==> config.mk <==
export PLATFORM = sky130hd
export DESIGN_NAME = lot_occupancy
export DESIGN_NICKNAME = d
export VERILOG_FILES = /design/src/rtl/lot_pkg.sv /design/src/rtl/sat_updown_counter.sv /design/src/rtl/lot_occupancy.sv
export SDC_FILE = /design/constraint.sdc
export NUM_CORES = 1
export LEC_CHECK = 0
export CAP_MARGIN = 15
export CORE_UTILIZATION = 50
export CTS_BUF_LIST = sky130_fd_sc_hd__clkbuf_4
export CTS_CLUSTER_DIAMETER = 120
export DETAILED_ROUTE_END_ITERATION = 7
export GPL_TIMING_DRIVEN = 0
export PLACE_DENSITY = 0.88
export SLEW_MARGIN = 20
export SYNTH_ARGS = -nofsm -noshare
export SYNTH_HDL_FRONTEND = slang
export SYNTH_SLANG_ARGS = --single-unit
export TNS_END_PERCENT = 20
==> constraint.sdc <==
create_clock -name clk -period 2.56 [get_ports clk]
set_input_delay 0.64 -clock clk [delete_from_list [all_inputs] [get_ports clk]]
set_output_delay 0.64 -clock clk [all_outputs]
set_load 0.05 [all_outputs]
==> src/rtl/lot_pkg.sv <==
// Shared types and helpers for the parking-lot occupancy tracker.
// Event encoding matches the {enter, exit} bit pair directly.
package lot_pkg;

    typedef enum logic [1:0] {
        EV_NONE = 2'b00,
        EV_OUT  = 2'b01,
        EV_IN   = 2'b10,
        EV_BOTH = 2'b11
    } ev_e;

    function automatic int unsigned calc_cw(input int unsigned cap);
        return $clog2(cap + 1);
    endfunction

endpackage

==> src/rtl/sat_updown_counter.sv <==
// Up/down counter saturating at 0 and MAX; inc and dec together hold the value.
// sat_hit_* flag a request that was absorbed by saturation this cycle.
module sat_updown_counter #(
    parameter int unsigned MAX = 16,
    parameter int unsigned W   = 5
) (
    input  logic         clk,
    input  logic         reset,
    input  logic         inc,
    input  logic         dec,
    input  logic         clr,
    output logic [W-1:0] q,
    output logic         at_max,
    output logic         at_min,
    output logic         sat_hit_max,
    output logic         sat_hit_min
);

    localparam logic [W-1:0] MaxVal = W'(MAX);

    logic [W-1:0] q_d, q_q;

    assign at_max      = (q_q == MaxVal);
    assign at_min      = (q_q == '0);
    assign sat_hit_max = inc & ~dec & at_max;
    assign sat_hit_min = dec & ~inc & at_min;
    assign q           = q_q;

    always_comb begin
        q_d = q_q;
        if (clr) begin
            q_d = '0;
        end else if (inc && !dec && !at_max) begin
            q_d = q_q + W'(1);
        end else if (dec && !inc && !at_min) begin
            q_d = q_q - W'(1);
        end
    end

    always_ff @(posedge clk or negedge reset) begin
        if (!reset) begin
            q_q <= '0;
        end else begin
            q_q <= q_d;
        end
    end

endmodule

==> src/rtl/lot_occupancy.sv <==
// Lot occupancy tracker: count/full/empty, total entries and sticky error flags.
// Define LOT_OCCUPANCY_PEAK_EN to enable the peak-occupancy register.
module lot_occupancy
    import lot_pkg::*;
#(
    parameter  int unsigned CAPACITY = 16,
    parameter  int unsigned TOTAL_W  = 16,
    localparam int unsigned CW       = calc_cw(CAPACITY)
) (
    input  logic               clk,
    input  logic               reset,
    input  logic               enter,
    input  logic               exit,
    input  logic               clear,
    output logic [CW-1:0]      count,
    output logic               full,
    output logic               empty,
    output logic [TOTAL_W-1:0] total,
    output logic               err_overflow,
    output logic               err_underflow,
    output logic [CW-1:0]      peak
);

    ev_e ev;
    logic at_max, at_min, sat_hit_max, sat_hit_min;

    logic [TOTAL_W-1:0] total_d, total_q;
    logic               err_overflow_d, err_overflow_q;
    logic               err_underflow_d, err_underflow_q;

    assign ev = ev_e'({enter, exit});

    sat_updown_counter #(
        .MAX (CAPACITY),
        .W   (CW)
    ) u_count (
        .clk         (clk),
        .reset       (reset),
        .inc         (enter),
        .dec         (exit),
        .clr         (clear),
        .q           (count),
        .at_max      (at_max),
        .at_min      (at_min),
        .sat_hit_max (sat_hit_max),
        .sat_hit_min (sat_hit_min)
    );

    always_comb begin
        total_d         = total_q;
        err_overflow_d  = err_overflow_q;
        err_underflow_d = err_underflow_q;
        if (clear) begin
            total_d         = '0;
            err_overflow_d  = 1'b0;
            err_underflow_d = 1'b0;
        end else begin
            // Every entry counts toward total, even one absorbed at full.
            unique case (ev)
                EV_IN: begin
                    total_d = total_q + TOTAL_W'(1);
                    if (sat_hit_max) err_overflow_d = 1'b1;
                end
                EV_OUT: begin
                    if (sat_hit_min) err_underflow_d = 1'b1;
                end
                EV_BOTH: total_d = total_q + TOTAL_W'(1);
                default: ;
            endcase
        end
    end

    always_ff @(posedge clk or negedge reset) begin
        if (!reset) begin
            total_q         <= '0;
            err_overflow_q  <= 1'b0;
            err_underflow_q <= 1'b0;
        end else begin
            total_q         <= total_d;
            err_overflow_q  <= err_overflow_d;
            err_underflow_q <= err_underflow_d;
        end
    end

    assign full          = at_max;
    assign empty         = at_min;
    assign total         = total_q;
    assign err_overflow  = err_overflow_q;
    assign err_underflow = err_underflow_q;

`ifdef LOT_OCCUPANCY_PEAK_EN
    logic [CW-1:0] peak_d, peak_q;

    // peak >= count always, so count can only pass peak by stepping up from it.
    always_comb begin
        peak_d = peak_q;
        if (clear) begin
            peak_d = '0;
        end else if (ev == EV_IN && !at_max && count == peak_q) begin
            peak_d = peak_q + CW'(1);
        end
    end

    always_ff @(posedge clk or negedge reset) begin
        if (!reset) begin
            peak_q <= '0;
        end else begin
            peak_q <= peak_d;
        end
    end

    assign peak = peak_q;
`else
    assign peak = '0;
`endif

endmodule

==> summary.md <==
| Metric | Value |
|---|---|
| Combinational group share of total power | 0.484 |
| DRT antenna net count | 0 |
| Outcome | completed |
| Synth warn | 0 |
| EDFF count, synth | 0 |
| Hold-fix buffers, CTS | 0 |
| Clock-pin transition on the worst setup and hold timing paths | 0.14 ns |
| Async SR Flop Fraction | 1.000 |
| Post-synth top flop | dfrtp_1 |
| CP Class | reg2out |
| Layout Nets | 188 |
| Fmax | 0.4070 GHz |
| Mapped Area | 0.001338 mm2 |
| Share of the synthesized area in the top cell type | 0.4303 |
| Worst R2R Path Depth | 8 |
| Vias post-DR | 1155 |
| Placement Rows | 18 |
| P_sw | 570.8 uW |
| Die ar. | 0.002886 mm2 |
| Grt ovf | 0 |
| Final worst path period need | 2.457 ns |
| Sw Ratio | 0.4539 |
| Root buf cell | clkbuf_4 |
| Critical-path top delay cell | or4_1 |
| Multi-input logic area | 729.5 um2 |
| Worst VDD drop | 0.0007547 V |
| Unique masters post-synth | 36 |
| # resized after CTS | 14 |
| Placed insts | 202 |
| I/O Buffers | 28 |
| Gpl congestion | 0.7484 |
| Vias in the first global route | 1100 |
| DRT iter0 DRCs | 28 |
| Drt drc | 0 |
| Critical path origin | u_count.q[1] |
| Crit-path max cell delay | 0.63 ns |
| Worst slew pin tran | 0.5138 ns |
| CP required | 1.92 ns |
| Final instance area | 0.001727 mm2 |
| Clk_lat worst skew | 0.31 ns |
| Count leader, synth | dfrtp_1 |
| PwrDens | 728.4 mW/mm2 |
| Sequential cell area | 578.1 um2 |
| Reg power frac | 0.379 |
| Largest net degree at the start of global routing | 24 |
| First-pass GRT wire length | 4761 um |
| Post-CTS Setup Inserts | 0 |
| Hold Path Class | in2async |
| Top cells by area, synth | dfrtp_1, nor2_1, xnor2_1 |
| Initial antenna violation count | 0 |
| Crit path max-delay family | simple AND/OR/NAND/NOR gates |
| Clock skew | 0.008244 ns |
| Pre-Repair DR Iteration Count | 4 |
| Vias per inst | 5.607 |
| Tcrit/Tclk final | 0.9598 |
| Setup_tns | 0 ns |
| Final Hold Viols | 0 |
| CP endpoint kind | primary output |
| RSZ-0062 raised after global routing | false |
| CTS tree | built |
| Area grow syn2layout | 29.09% |
| Pins over their slew limit | 0 |
| Ports | 35 |
| Max-Cap Viols | 0 |
| Crit-path max FO | 6 |
| Synth Area per Inst | 9.554 um2 |
| Total wire length | 2858 um |
| Wirelength per Cell | 13.87 um |
| Total CTS buffers | 3 |
| Power consumption | 1.258 mW |
| Cells after Synth | 140 |
| Starting density of the core | 0.5350 |
| Yosys top cell by area | dfrtp_1 |
| CP cell instances | or4_1 -> nor2_1 -> buf_4 |
| Share of layout cells above drive strength 1 | 0.1250 |
| Core area | 0.002500 mm2 |
| Int Pwr | 686.9 uW |
| LEAKAGE | 0.7384 nW |
| Commonest cells in the synthesized netlist | dfrtp_1, nor2_1, nand2_1 |
| Startpoint Class | flip-flop |
| Post-DP HPWL | 2043 um |
| Die width | 53.72 um |
| Die extent in y | 53.72 um |
| Antenna fix cells | 0 |
| FF-to-FF Start | u_count.q[1] |
| CP bufs+invs | 1 |
| Worst path depth | 3 |
| Area after DPL | 0.001673 mm2 |
| #FFs+latches synth | 23 |
| Clock sink total | 23 |
| H-tree levels | 1 |
| Worst slew margin | 0.6575 |
| Clk pwr share | 0.137 |
| Setup-failing EPs final | 0 |
| Maximum clock path buffer count | 2 |
| Sequential fraction of the synthesis area | 0.4303 |
| Fillers | 178 |
| All-Layer GR Usage | 0.2298 |
| Crit path DAT | 1.82 ns |
| Layout Cells excl Fill | 206 |
[logic make-up after synthesis]
group                      after synthesis  synth area share
muxes                                    7           0.05799
AOI/OAI and AO/OA                       19            0.1001
other                                    1          0.002804
adders and majority gates                6           0.06174
xor gates and xnor gates                11           0.07204
DFF                                     23            0.4303
buffers and inverters                   14           0.05426
and+or+nand+nor                         59            0.2208
[area by class of cell]
class                   instances  area share
multi-input cells             107      0.4225
flip-flops and latches         23      0.3348
repair buffers                 28      0.1594
plain buffers                   9     0.03478
well taps                      30     0.02174
clock buffers                   3     0.01304
inverters                       5     0.01087
clock inverters                 1    0.002899
[power groups by stage]
stage | sequential [mW] | combinational [mW] | clock [mW]
finish | 0.477 | 0.608 | 0.172
global route | 0.489 | 0.654 | 0.192
CTS | 0.467 | 0.587 | 0.175
detailed placement | 0.473 | 0.580 | 0
global placement | 0.467 | 0.564 | 0
floorplan | 0.588 | 0.293 | 0
[path summary, 6_finish.rpt]
path	to	slack, ns
worst min-delay path	u_count.q[4]	0.28
worst max-delay path	full	0.10
min in group clk	err_overflow	0.53
max in group asynchronous	u_count.q[1]	1.92
worst max register to register	u_count.q[4]	0.20
worst min register to register	err_overflow	0.53
[sequential cells by signal, indices dropped and copies added, names as in the netlist]
name	flops
total	16
err_underflow	1
u_count.q	5
err_overflow	1
[placed cells by master, fill, tap and decap left out, types with 3 or more instances in the layout]
cell	synthesis	final
mux2_1	6	6
nor3_1	3	3
dfrtp_1	23	21
xor2_1	3	3
clkdlybuf4s50_1	0	23
nor2b_1	3	3
nand4_1	4	4
nor2_1	22	21
ha_1	5	5
nand3_1	5	5
conb_1	1	5
a21oi_1	8	7
clkbuf_4	0	3
xnor2_1	8	8
nor4_1	3	3
buf_4	5	7
inv_1	5	5
nand2_1	10	9
[layer usage]
layer	vias up	track usage	part of all wire
met1	572	0.2883	0.45
met3	2	0.05367	0.040
met2	34	0.3786	0.50
li1	547	-	-
met5	-	0	0
met4	0	0.09211	0.0045
[stage by stage]
stage / hold WS, ns / utilization / setup WS (ns)
6_report: 0.2756 / 0.6907 / 0.1030
5_1_grt: 0.2940 / 0.6907 / 0.002286
4_1_cts: 0.5387 / 0.6827 / 0.02923
3_5_place_dp: 0.5035 / 0.6692 / -0.4772
3_3_place_gp: 0.4889 / 0.6692 / -0.3986
2_1_floorplan: 0.3444 / - / 0.03393
Note: power is estimated with default switching activity, not from simulation.
